**src/rtl/button_conditioner.sv**
```systemverilog
// button_conditioner: per-channel synchronise/debounce/edge-detect of the mode and inc buttons.
// Optional macro AUTO_REPEAT_EN adds held-button auto-repeat on the inc channel.
`default_nettype none

module button_conditioner_chan #(
  parameter int DEBOUNCE_CYCLES = 4,
  parameter int CNT_W           = 8
) (
  input  logic clk_i,
  input  logic rst_ni,
  input  logic raw_i,
  output logic level_o,
  output logic rise_o,
  output logic stay_held_o
);
  typedef enum logic [1:0] {
    IDLE         = 2'b00,
    PRESS_WAIT   = 2'b01,
    HELD         = 2'b10,
    RELEASE_WAIT = 2'b11
  } state_e;

  localparam logic [CNT_W:0]   DB_TARGET = (CNT_W+1)'(DEBOUNCE_CYCLES);
  localparam logic [CNT_W-1:0] CNT_MAX   = '1;

  logic             sync1_q, sync2_q;
  logic [CNT_W-1:0] cnt_q, cnt_d;
  state_e           state_q, state_d;
  logic             differ, hit;

  always_ff @(posedge clk_i or negedge rst_ni) begin
    if (!rst_ni) begin
      sync1_q <= 1'b0;
      sync2_q <= 1'b0;
      cnt_q   <= '0;
      state_q <= IDLE;
    end else begin
      sync1_q <= raw_i;
      sync2_q <= sync1_q;
      cnt_q   <= cnt_d;
      state_q <= state_d;
    end
  end

  // The state encoding keeps the debounced level in bit 1, so the level is a plain flop output.
  assign level_o = state_q[1];
  assign differ  = sync2_q ^ level_o;
  assign hit     = differ && (({1'b0, cnt_q} + 1'b1) == DB_TARGET);

  always_comb begin
    cnt_d = '0;
    if (differ && !hit) begin
      cnt_d = (cnt_q == CNT_MAX) ? cnt_q : cnt_q + 1'b1;
    end
  end

  always_comb begin
    state_d = state_q;
    case (state_q)
      IDLE: begin
        if (hit)          state_d = HELD;
        else if (sync2_q) state_d = PRESS_WAIT;
      end
      PRESS_WAIT: begin
        if (hit)           state_d = HELD;
        else if (!sync2_q) state_d = IDLE;
      end
      HELD: begin
        if (hit)           state_d = IDLE;
        else if (!sync2_q) state_d = RELEASE_WAIT;
      end
      RELEASE_WAIT: begin
        if (hit)          state_d = IDLE;
        else if (sync2_q) state_d = HELD;
      end
      default: state_d = IDLE;
    endcase
  end

  assign rise_o      = hit && !level_o;
  assign stay_held_o = (state_q == HELD) && (state_d == HELD);
endmodule

module button_conditioner #(
  parameter int DEBOUNCE_CYCLES = 4,
  parameter int REPEAT_DELAY    = 32,
  parameter int REPEAT_RATE     = 8,
  parameter int CNT_W           = 8
) (
  input  logic clk,
  input  logic rst,
  input  logic mode_button_raw,
  input  logic inc_button_raw,
  output logic mode_pulse,
  output logic inc_pulse,
  output logic mode_level,
  output logic inc_level
);
  logic mode_rise, inc_rise, inc_stay_held, inc_repeat;
  logic mode_stay_held_unused;
  logic mode_pulse_q, inc_pulse_q;

  button_conditioner_chan #(
    .DEBOUNCE_CYCLES(DEBOUNCE_CYCLES),
    .CNT_W          (CNT_W)
  ) u_mode (
    .clk_i      (clk),
    .rst_ni     (rst),
    .raw_i      (mode_button_raw),
    .level_o    (mode_level),
    .rise_o     (mode_rise),
    .stay_held_o(mode_stay_held_unused)
  );

  button_conditioner_chan #(
    .DEBOUNCE_CYCLES(DEBOUNCE_CYCLES),
    .CNT_W          (CNT_W)
  ) u_inc (
    .clk_i      (clk),
    .rst_ni     (rst),
    .raw_i      (inc_button_raw),
    .level_o    (inc_level),
    .rise_o     (inc_rise),
    .stay_held_o(inc_stay_held)
  );

`ifdef AUTO_REPEAT_EN
  localparam logic [CNT_W:0]   RPT_DELAY_T = (CNT_W+1)'(REPEAT_DELAY);
  localparam logic [CNT_W:0]   RPT_RATE_T  = (CNT_W+1)'(REPEAT_RATE);
  localparam logic [CNT_W-1:0] RPT_MAX     = '1;

  logic [CNT_W-1:0] rpt_q, rpt_d;
  logic             rpt_phase_q, rpt_phase_d;
  logic [CNT_W:0]   rpt_next, rpt_target;

  // Counter restarts whenever the inc channel is not settled in HELD; phase selects delay vs rate.
  always_comb begin
    rpt_d       = '0;
    rpt_phase_d = 1'b0;
    inc_repeat  = 1'b0;
    rpt_next    = {1'b0, rpt_q} + 1'b1;
    rpt_target  = rpt_phase_q ? RPT_RATE_T : RPT_DELAY_T;
    if (inc_stay_held) begin
      rpt_phase_d = rpt_phase_q;
      if (rpt_next == rpt_target) begin
        inc_repeat  = 1'b1;
        rpt_phase_d = 1'b1;
      end else begin
        rpt_d = (rpt_q == RPT_MAX) ? rpt_q : rpt_q + 1'b1;
      end
    end
  end

  always_ff @(posedge clk or negedge rst) begin
    if (!rst) begin
      rpt_q       <= '0;
      rpt_phase_q <= 1'b0;
    end else begin
      rpt_q       <= rpt_d;
      rpt_phase_q <= rpt_phase_d;
    end
  end
`else
  logic cfg_unused;
  assign inc_repeat = 1'b0;
  assign cfg_unused = ^{REPEAT_DELAY, REPEAT_RATE, inc_stay_held};
`endif

  // A coincident mode strobe wins; the inc strobe for that edge is dropped.
  always_ff @(posedge clk or negedge rst) begin
    if (!rst) begin
      mode_pulse_q <= 1'b0;
      inc_pulse_q  <= 1'b0;
    end else begin
      mode_pulse_q <= mode_rise;
      inc_pulse_q  <= (inc_rise | inc_repeat) & ~mode_rise;
    end
  end

  assign mode_pulse = mode_pulse_q;
  assign inc_pulse  = inc_pulse_q;
endmodule

`default_nettype wire

```
**config.mk**
```make
export PLATFORM = sky130hd
export DESIGN_NAME = button_conditioner
export DESIGN_NICKNAME = d
export VERILOG_FILES = /design/src/rtl/button_conditioner.sv
export SDC_FILE = /design/constraint.sdc
export NUM_CORES = 1
export LEC_CHECK = 0
export ABC_AREA = 1
export BUFFER_PORTS_ARGS = -buffer_cell sky130_fd_sc_hd__buf_2
export CORE_ASPECT_RATIO = 0.7
export CORE_MARGIN = 5
export CORE_UTILIZATION = 40
export CTS_BUF_LIST = sky130_fd_sc_hd__clkbuf_16
export DETAILED_ROUTE_END_ITERATION = 8
export GPL_ROUTABILITY_DRIVEN = 0
export PLACE_DENSITY_LB_ADDON = 0.05
export SYNTH_ARGS = -nofsm -noshare
export SYNTH_HDL_FRONTEND = slang
export SYNTH_HIERARCHICAL = 1
export SYNTH_SLANG_ARGS = --single-unit
```
**constraint.sdc**
```tcl
create_clock -name clk -period 2.1 [get_ports clk]
set_input_delay 0.21 -clock clk [delete_from_list [all_inputs] [get_ports clk]]
set_output_delay 0.21 -clock clk [all_outputs]
set_load 0.05 [all_outputs]
```
* Word-level counts from Yosys, hierarchy flattened
Cells that the tools add are included.
** Storage, ports and cells
- Register bits after elaboration :: 26
- Input bits :: 4
- Output and inout bits :: 4
** Cells by class
- $add $sub $neg :: 4
- Equal/unequal tests :: 20
- Mux-type cells :: 22
- Bitwise operators :: 4
- Reductions and logical operators :: 14
** Operators by type and width (count)
- $mux W2 :: 16
- $mux W8 :: 4
- $add A8 B1 Y9 const B :: 2
- $eq A9 B3 Y1 const B :: 2
- $add A8 B1 Y8 const B :: 2
- $eq A8 B8 Y1 const B :: 2
- $pmux W2 S4 :: 2
- $ne A3 B1 Y1 const B :: 4
- $ne A3 B3 Y1 const B :: 4
- $eq A2 B2 Y1 const B :: 4
- $reduce_and A4 Y1 :: 2
- $logic_and A1 B1 Y1 :: 6
- $eq A2 B1 Y1 const B :: 2
- $logic_not A1 Y1 :: 4
- $logic_not A2 Y1 :: 2
- $ne A2 B2 Y1 const B :: 2
- $xor A1 B1 Y1 :: 2
- $and A1 B1 Y1 :: 1
- $not A1 Y1 :: 1

* Logic depth before layout (Yosys ltp)
Gate-level depths: netlist of run 1.
- Depth after elaboration :: 6
- Mapped depth :: 12
- Mapped depth without buffers :: 12

* By module
The synthesis of run 1 kept the hierarchy.
** By module, submodules not included
- button_conditioner_chan :: times used 2, cells each 99, area each 768.2 um2, sequential area each 300.3 um2
- button_conditioner :: times used 1, cells each 4, area each 60.1 um2, sequential area each 50.0 um2

* Least setup slack after synthesis of run 1
OpenSTA, ideal clock, no wires.
- Path type :: reg-to-reg
- Start point :: reg u_mode.state_q[1]
- End point :: reg inc_pulse_q (netlist: inc_pulse)
- Setup time :: 121 ps
- Data arrival time :: 1590 ps
- Data required time :: 1979 ps
- Path slack :: 389 ps
- Stages on the path, launching flop included :: 6
- Path buffers :: 0
- Period minus slack after synthesis :: 1711 ps
- Path through :: dfrtp_1 inv_1 ha_1 nand3_2 nor2_1 nor2_2
** On the way
- Word-level cells in the longest chain between the ends :: 5
** RTL lines
- start: declaration :: RTL line 28 : state_e state_q, state_d;
- start signal: assignment :: RTL line 41 : state_q <= state_d;
- $xor A1 B1 Y1 :: RTL line 47 : assign differ = sync2_q ^ level_o;
- $logic_and A1 B1 Y1 :: RTL line 48 : assign hit = differ && (({1'b0, cnt_q} + 1'b1) == DB_TARGET);
- $logic_and A1 B1 Y1 (*) :: RTL line 80 : assign rise_o = hit && !level_o;
- named net mode_rise :: RTL line 99 : logic mode_rise, inc_rise, inc_stay_held, inc_repeat;
- $not A1 Y1 (*) :: RTL line 176 : inc_pulse_q <= (inc_rise | inc_repeat) & ~mode_rise;
- $and A1 B1 Y1 (*) :: RTL line 176
- end signal: assignment :: RTL line 176
- end: declaration :: RTL line 101 : logic mode_pulse_q, inc_pulse_q;
The timed path passes the listed nets; every way through them passes the cells marked *.
A chain may end at the register's enable or synchronous reset.

* Worst setup path after layout of run 1
- Start point :: reg u_mode.cnt_q[0]
- End point :: reg inc_pulse_q (netlist: inc_pulse)
** On the way
- Word-level cells in the longest chain between the ends :: 6
** RTL lines
- start: declaration :: RTL line 27 : logic [CNT_W-1:0] cnt_q, cnt_d;
- start signal: assignment :: RTL line 40 : cnt_q <= cnt_d;
- $add A8 B1 Y9 :: RTL line 48
- $eq A9 B3 Y1 :: RTL line 48
- $logic_and A1 B1 Y1 :: RTL line 48
- $logic_and A1 B1 Y1 :: RTL line 80
- named net mode_rise :: RTL line 99
- $not A1 Y1 :: RTL line 176
- $and A1 B1 Y1 :: RTL line 176
The timed path passes the listed nets, and every way through them passes these cells.

==> results.sh, run 1 <==
export IMPL_status="finished, final reports clean"
export IMPL_antenna_cells=0
export IMPL_rsz0062_at_grt="false"
export IMPL_fill_cells=377
export IMPL_io_pins=8
export IMPL_drive_above_1_share_pct=15.0
export IMPL_final_max_slew_viol_count=0
export IMPL_whs_ns=0.0610
export IMPL_cts_num_sinks=26
export IMPL_cp_data_required_time_ns=2.24
export IMPL_start_util_pct=40.5
export IMPL_crit_type="reg -> reg"
export IMPL_vias_per_cell=4.81
export IMPL_hold_class="in -> reg"
export IMPL_clk_pin_slew_worst_paths_ns=0.06
export IMPL_irDropWorstVdd_uv=405
export IMPL_chipHeight_um=62.3
export IMPL_finalHoldViolCount=0
export IMPL_critPathCaptureType="flop"
export IMPL_htree_levels=1
export IMPL_path_max_fanout=5
export IMPL_layout_nets=223
export IMPL_p_leak_uw=0.000854
export IMPL_grt_first_pass_wirelength_mm=5.51
export IMPL_stdcell_count=258
export IMPL_cts_tree="yes"
export IMPL_grt_use_total_pct=12.7
export IMPL_syn_nets=210
export IMPL_clock_fmax_mhz=531
export IMPL_grt_overflow=0
export IMPL_start_kind="flop"
export IMPL_dpl_hpwl_mm=2.22
export IMPL_cap_viol_max_count=0
export IMPL_grt_pass1_vias=1234
export IMPL_numPortBuffers=7
export IMPL_area_delta_synth_final_pct=12.1
export IMPL_antenna_found_initial=0
export IMPL_p_per_area_nw_per_um2=804
export IMPL_wl_per_cell_um=11.7
export IMPL_timing_final_crit_share_pct=89.7
export IMPL_tightest_slew_ns=0.613
export IMPL_syn_area_per_cell_um2=8.05
export IMPL_die_area_um2=5270
export IMPL_max_slew_margin_pct=59.2
export IMPL_ctsHoldBuffers=1
export IMPL_netlist_area_um2=1560
export IMPL_grt_max_degree=27
export IMPL_die_w_um=84.7
export IMPL_setup_viol=0
export IMPL_netlist_instances=194
export IMPL_via_count=1240
export IMPL_first_pass_iters=5
export IMPL_route_detailed_drc=0
export IMPL_core_rowCount=19
export IMPL_period_minus_slack_ns=1.88
export IMPL_drt_iter0_drc=50
export IMPL_dp_cells=253
export IMPL_arrival_ns=2.03
export IMPL_cts_setup_buffers=0
export IMPL_ant_nets=0
export IMPL_fin_skew_ns=0.00460
export IMPL_cts_buffers_inserted=3
export IMPL_clock_latency_ns=0.25
export IMPL_drt_total_wl_mm=3.01
export IMPL_setup_tns_ns=0
export IMPL_cts_buffer_depth=2
export IMPL_yosysWarnings=6
export IMPL_fp_coreArea_um2=3850
export IMPL_cts_resized=0
export IMPL_cts_root_buffer="clkbuf_16"
-- sequential cells by signal, indices dropped and copies added, names as in the netlist, 2 cells and up --
| signal | cells |
|---|---|
| u_inc/cnt_q | 8 |
| u_inc/state_q | 2 |
| u_mode/cnt_q | 8 |
| u_mode/state_q | 2 |
-- layer usage --
layer / GRT usage [%] / up-vias / wire [um]
li1: - / 639 / -
met2: 19.5 / 10 / 1310
met3: 4.10 / 2 / 105
met4: 1.78 / 0 / 14
met1: 17.9 / 589 / 1580
met5: 0 / - / 0
-- critical path, stage by stage, from the launching register on --
cell and delay [ns]:
dfrtp_1 0.43, ha_1 0.27, nand2_1 0.14, inv_1 0.06
nor2_1 0.11, nand2_1 0.08, nor2_1 0.16, nand2_2 0.08
nor2_4 0.11, nand3_2 0.11, nor2_1 0.17, nor2_2 0.06
-- cells in the final DEF, fill, tap and decap left out --
| cell type | n |
|---|---|
| nor3_1 | 4 |
| buf_2 | 7 |
| nand3_2 | 2 |
| nand2_2 | 8 |
| clkbuf_16 | 3 |
| nand3_1 | 12 |
| nand2_1 | 46 |
| o21bai_1 | 4 |
| nor2_2 | 5 |
| dlygate4sd3_1 | 1 |
| xnor2_1 | 2 |
| a31oi_1 | 6 |
| inv_1 | 29 |
| nor2_4 | 6 |
| clkinv_1 | 1 |
| nor2_1 | 16 |
| dfrtp_1 | 26 |
| ha_1 | 12 |
| o21ai_1 | 2 |
| nand4_1 | 4 |
| a21oi_1 | 10 |
-- where the power goes --
part | internal, uW | leakage (uW) | switching (uW)
sequential | 573 | 0.000344 | 93.1
combinational | 115 | 0.000472 | 212
clock | 254 | 0.0000385 | 160
total | 942 | 0.000854 | 465
-- through the flow --
| stage | total power [uW] | setup WS (ns) | instance area (um2) | utilization [%] |
|---|---|---|---|---|
| 3_5_place_dp | 1000 | 0.239 | 1660 | 43.1 |
| 2_1_floorplan | 914 | 0.424 | 1560 | - |
| 4_1_cts | 1430 | 0.214 | 1750 | 45.5 |
| 6_report | 1410 | 0.217 | 1750 | 45.5 |
| 3_3_place_gp | 986 | 0.271 | 1660 | 43.1 |
| 5_1_grt | 1520 | 0.0440 | 1750 | 45.5 |
-- layout make-up --
type / instances / area [um2] / area share, %
inverters: 29 / 109 / 6.22
well taps: 52 / 65.1 / 3.72
multi-input cells: 139 / 802 / 45.8
repair buffers: 8 / 45.0 / 2.57
flip-flops and latches: 26 / 651 / 37.2
clock buffers: 3 / 75.1 / 4.29
clock inverters: 1 / 3.75 / 0.214
-- path summary, 6_finish.rpt --
path,startpoint,to,slack [ns],cells past startpoint
max,u_mode/cnt_q[0],inc_pulse,0.22,11
min,mode_button_raw,u_mode/sync1_q,0.06,1
max reg2reg,u_mode/cnt_q[0],inc_pulse,0.22,11
min reg2reg,u_mode/sync1_q,u_mode/sync2_q,0.35,0
max in group asynchronous,rst,u_mode/sync1_q,1.20,2
min in group asynchronous,rst,u_inc/cnt_q[0],0.50,2
(Power assumes the default switching activity.)
==> inputs of run 2 (changes only) <==
--- a/config.mk
+++ b/config.mk
@@ -13,6 +13,7 @@
 export CTS_BUF_LIST = sky130_fd_sc_hd__clkbuf_16
 export DETAILED_ROUTE_END_ITERATION = 8
 export GPL_ROUTABILITY_DRIVEN = 0
+export GPL_TIMING_DRIVEN = 0
 export PLACE_DENSITY_LB_ADDON = 0.05
 export SYNTH_ARGS = -nofsm -noshare
 export SYNTH_HDL_FRONTEND = slang
==> run 2 against run 1 <==
Effect of this change: clock power is 33% higher; via count up 2.9%; hold slack lost 0.0085 ns; final cell count unchanged; cell area increased by 1.5%; largest cell class unchanged.
==> results.sh, run 2 (synthesis gave the netlist of run 1 again) <==
export IMPL_cts_buffer_depth=2
export IMPL_critPathCaptureType="flop"
export IMPL_antenna_cells=0
export IMPL_numPortBuffers=7
export IMPL_reg2reg_setup_slack_ns=0.29
export IMPL_clk_pin_slew_worst_paths_ns=0.07
export IMPL_via_count=1276
export IMPL_irDropWorstVdd_uv=493
export IMPL_top_regs="u_inc/cnt_q x8, u_mode/cnt_q x8"
export IMPL_clock_latency_ns=0.26
export IMPL_cts_num_sinks=26
export IMPL_rsz0062_at_grt="false"
export IMPL_final_max_slew_viol_count=0
export IMPL_hold_class="in -> reg"
export IMPL_cap_viol_max_count=0
export IMPL_p_int_uw=1070
export IMPL_route_detailed_drc=0
export IMPL_io_pins=8
export IMPL_drive_above_1_share_pct=15.5
export IMPL_cts_root_buffer="clkbuf_16"
export IMPL_layout_common_cells="nand2_1 (46), inv_1 (29), dfrtp_1 (26), nor2_1 (16)"
export IMPL_start_kind="flop"
export IMPL_vias_per_cell=4.95
export IMPL_p_sw_share_pct=30.7
export IMPL_grt_use_met2_pct=21.0
export IMPL_power_share_clock_pct=35.7
export IMPL_holdPathEnd="u_mode/sync1_q"
export IMPL_layout_nets=223
export IMPL_grt_pass1_vias=1288
export IMPL_fill_cells=391
export IMPL_grt_use_total_pct=12.9
export IMPL_hold_start="mode_button_raw"
export IMPL_timing_rr_start="u_mode/cnt_q[0]"
export IMPL_grt_max_degree=27
export IMPL_p_sw_uw=474
export IMPL_chipHeight_um=62.3
export IMPL_design_area_um2=1780
export IMPL_setup_tns_ns=0
export IMPL_die_area_um2=5270
export IMPL_crit_type="reg -> reg"
export IMPL_grt_busiest_layer="met2"
export IMPL_area_delta_synth_final_pct=13.8
export IMPL_dpl_hpwl_mm=2.27
export IMPL_clock_fmax_mhz=553
export IMPL_path_max_fanout=5
export IMPL_cts_tree="yes"
export IMPL_power_frac_seq_pct=43.1
export IMPL_p_per_area_nw_per_um2=868
export IMPL_core_rowCount=19
export IMPL_min_path_cells=1
export IMPL_timing_final_crit_share_pct=86.2
export IMPL_p_total_uw=1540
export IMPL_cp_data_required_time_ns=2.25
export IMPL_multi_input_area_um2=802
export IMPL_met1_usage_pct=16.6
export IMPL_wl_per_cell_um=12.0
export IMPL_cts_resized=0
export IMPL_dpl_instance_area_um2=1660
export IMPL_layout_setup_ws_ns=0.290
export IMPL_setup_viol=0
export IMPL_met3_usage_pct=3.83
export IMPL_rr_endpoint="inc_pulse"
export IMPL_fin_skew_ns=0.00389
export IMPL_die_w_um=84.7
export IMPL_antenna_found_initial=0
export IMPL_first_pass_iters=4
export IMPL_period_minus_slack_ns=1.81
export IMPL_grt_first_pass_wirelength_mm=5.63
export IMPL_drt_total_wl_mm=3.09
export IMPL_max_slew_margin_pct=59.5
export IMPL_p_leak_uw=0.000866
export IMPL_register_area_um2=651
export IMPL_arrival_ns=1.96
export IMPL_finalHoldViolCount=0
export IMPL_drt_iter0_drc=63
export IMPL_htree_levels=1
export IMPL_start_util_pct=40.5
export IMPL_fp_coreArea_um2=3850
export IMPL_ant_nets=0
export IMPL_grt_overflow=0
export IMPL_p_comb_share_pct=21.3
export IMPL_reg2regPathDepth=11
export IMPL_tightest_slew_ns=0.607
export IMPL_status="finished, final reports clean"
export IMPL_pre_cts_slack_ns=0.287
export IMPL_final_common_cell="nand2_1"
export IMPL_cts_buffers_inserted=3
run 2: cell types whose count changed in the layout (fill, tap and decap cells not counted):
cell       before  now
clkinv_1        1    0
bufinv_16       0    1
run 2: area by class of cell:
| cell class | count | share of cell area, % |
|---|---|---|
| Multi-Input combinational cell | 139 | 45.1 |
| Sequential cell | 26 | 36.6 |
| Timing Repair Buffer | 8 | 2.54 |
| Clock buffer | 3 | 4.23 |
| Inverter | 29 | 6.13 |
| Tap cell | 52 | 3.66 |
| Clock inverter | 1 | 1.69 |
run 2: worst max-delay path by stage:
stage / from / endpoint / cells after the start
floorplan: u_mode/state_q[1] / inc_pulse / 5
global placement: u_inc/cnt_q[0] / u_inc/cnt_q[4] / 11
detailed placement: u_inc/cnt_q[0] / u_inc/cnt_q[5] / 11
CTS: u_mode/cnt_q[0] / inc_pulse / 11
global route: u_mode/cnt_q[0] / inc_pulse / 11
finish: u_mode/cnt_q[0] / inc_pulse / 11
run 2: worst max-delay path, cell delays in order, from the launching register on:
cell and delay [ns]:
dfrtp_1 0.42, ha_1 0.26, nand2_1 0.12, inv_1 0.05, nor2_1 0.11, nand2_1 0.07
nor2_1 0.14, nand2_2 0.09, nor2_4 0.11, nand3_2 0.11, nor2_1 0.16, nor2_2 0.06
run 2: per-stage QoR:
stage / std cells / hold slack, ns / util, %
finish: 258 / 0.0526 / 46.1
CTS: 258 / 0.0466 / 46.1
floorplan: 194 / -0.0856 / -
global placement: 253 / 0.255 / 43.1
global route: 258 / 0.0456 / 46.1
detailed placement: 253 / 0.263 / 43.1
run 2: metal layers:
| metal | part of all wire [%] | vias to the layer above |
|---|---|---|
| met5 | 0 | - |
| met4 | 0.58 | 0 |
| met3 | 3.7 | 2 |
| met2 | 47 | 18 |
| met1 | 49 | 610 |
| li1 | - | 646 |
run 2: what timing repair did:
action | CTS | global route
endpoints found under the hold margin | 26 | 0
setup endpoints to repair | 0 | 0
buffers inserted | 0 | 0
hold buffers | 1 | 0
run 2: power by group through the flow:
stage                     sequential, uW  clock [uW]  combinational (uW)
after floorplan                      680           0                 234
after global placement               668           0                 317
after detailed placement             671           0                 330
after CTS                            663         569                 333
after global routing                 677         583                 388
final                                664         550                 328
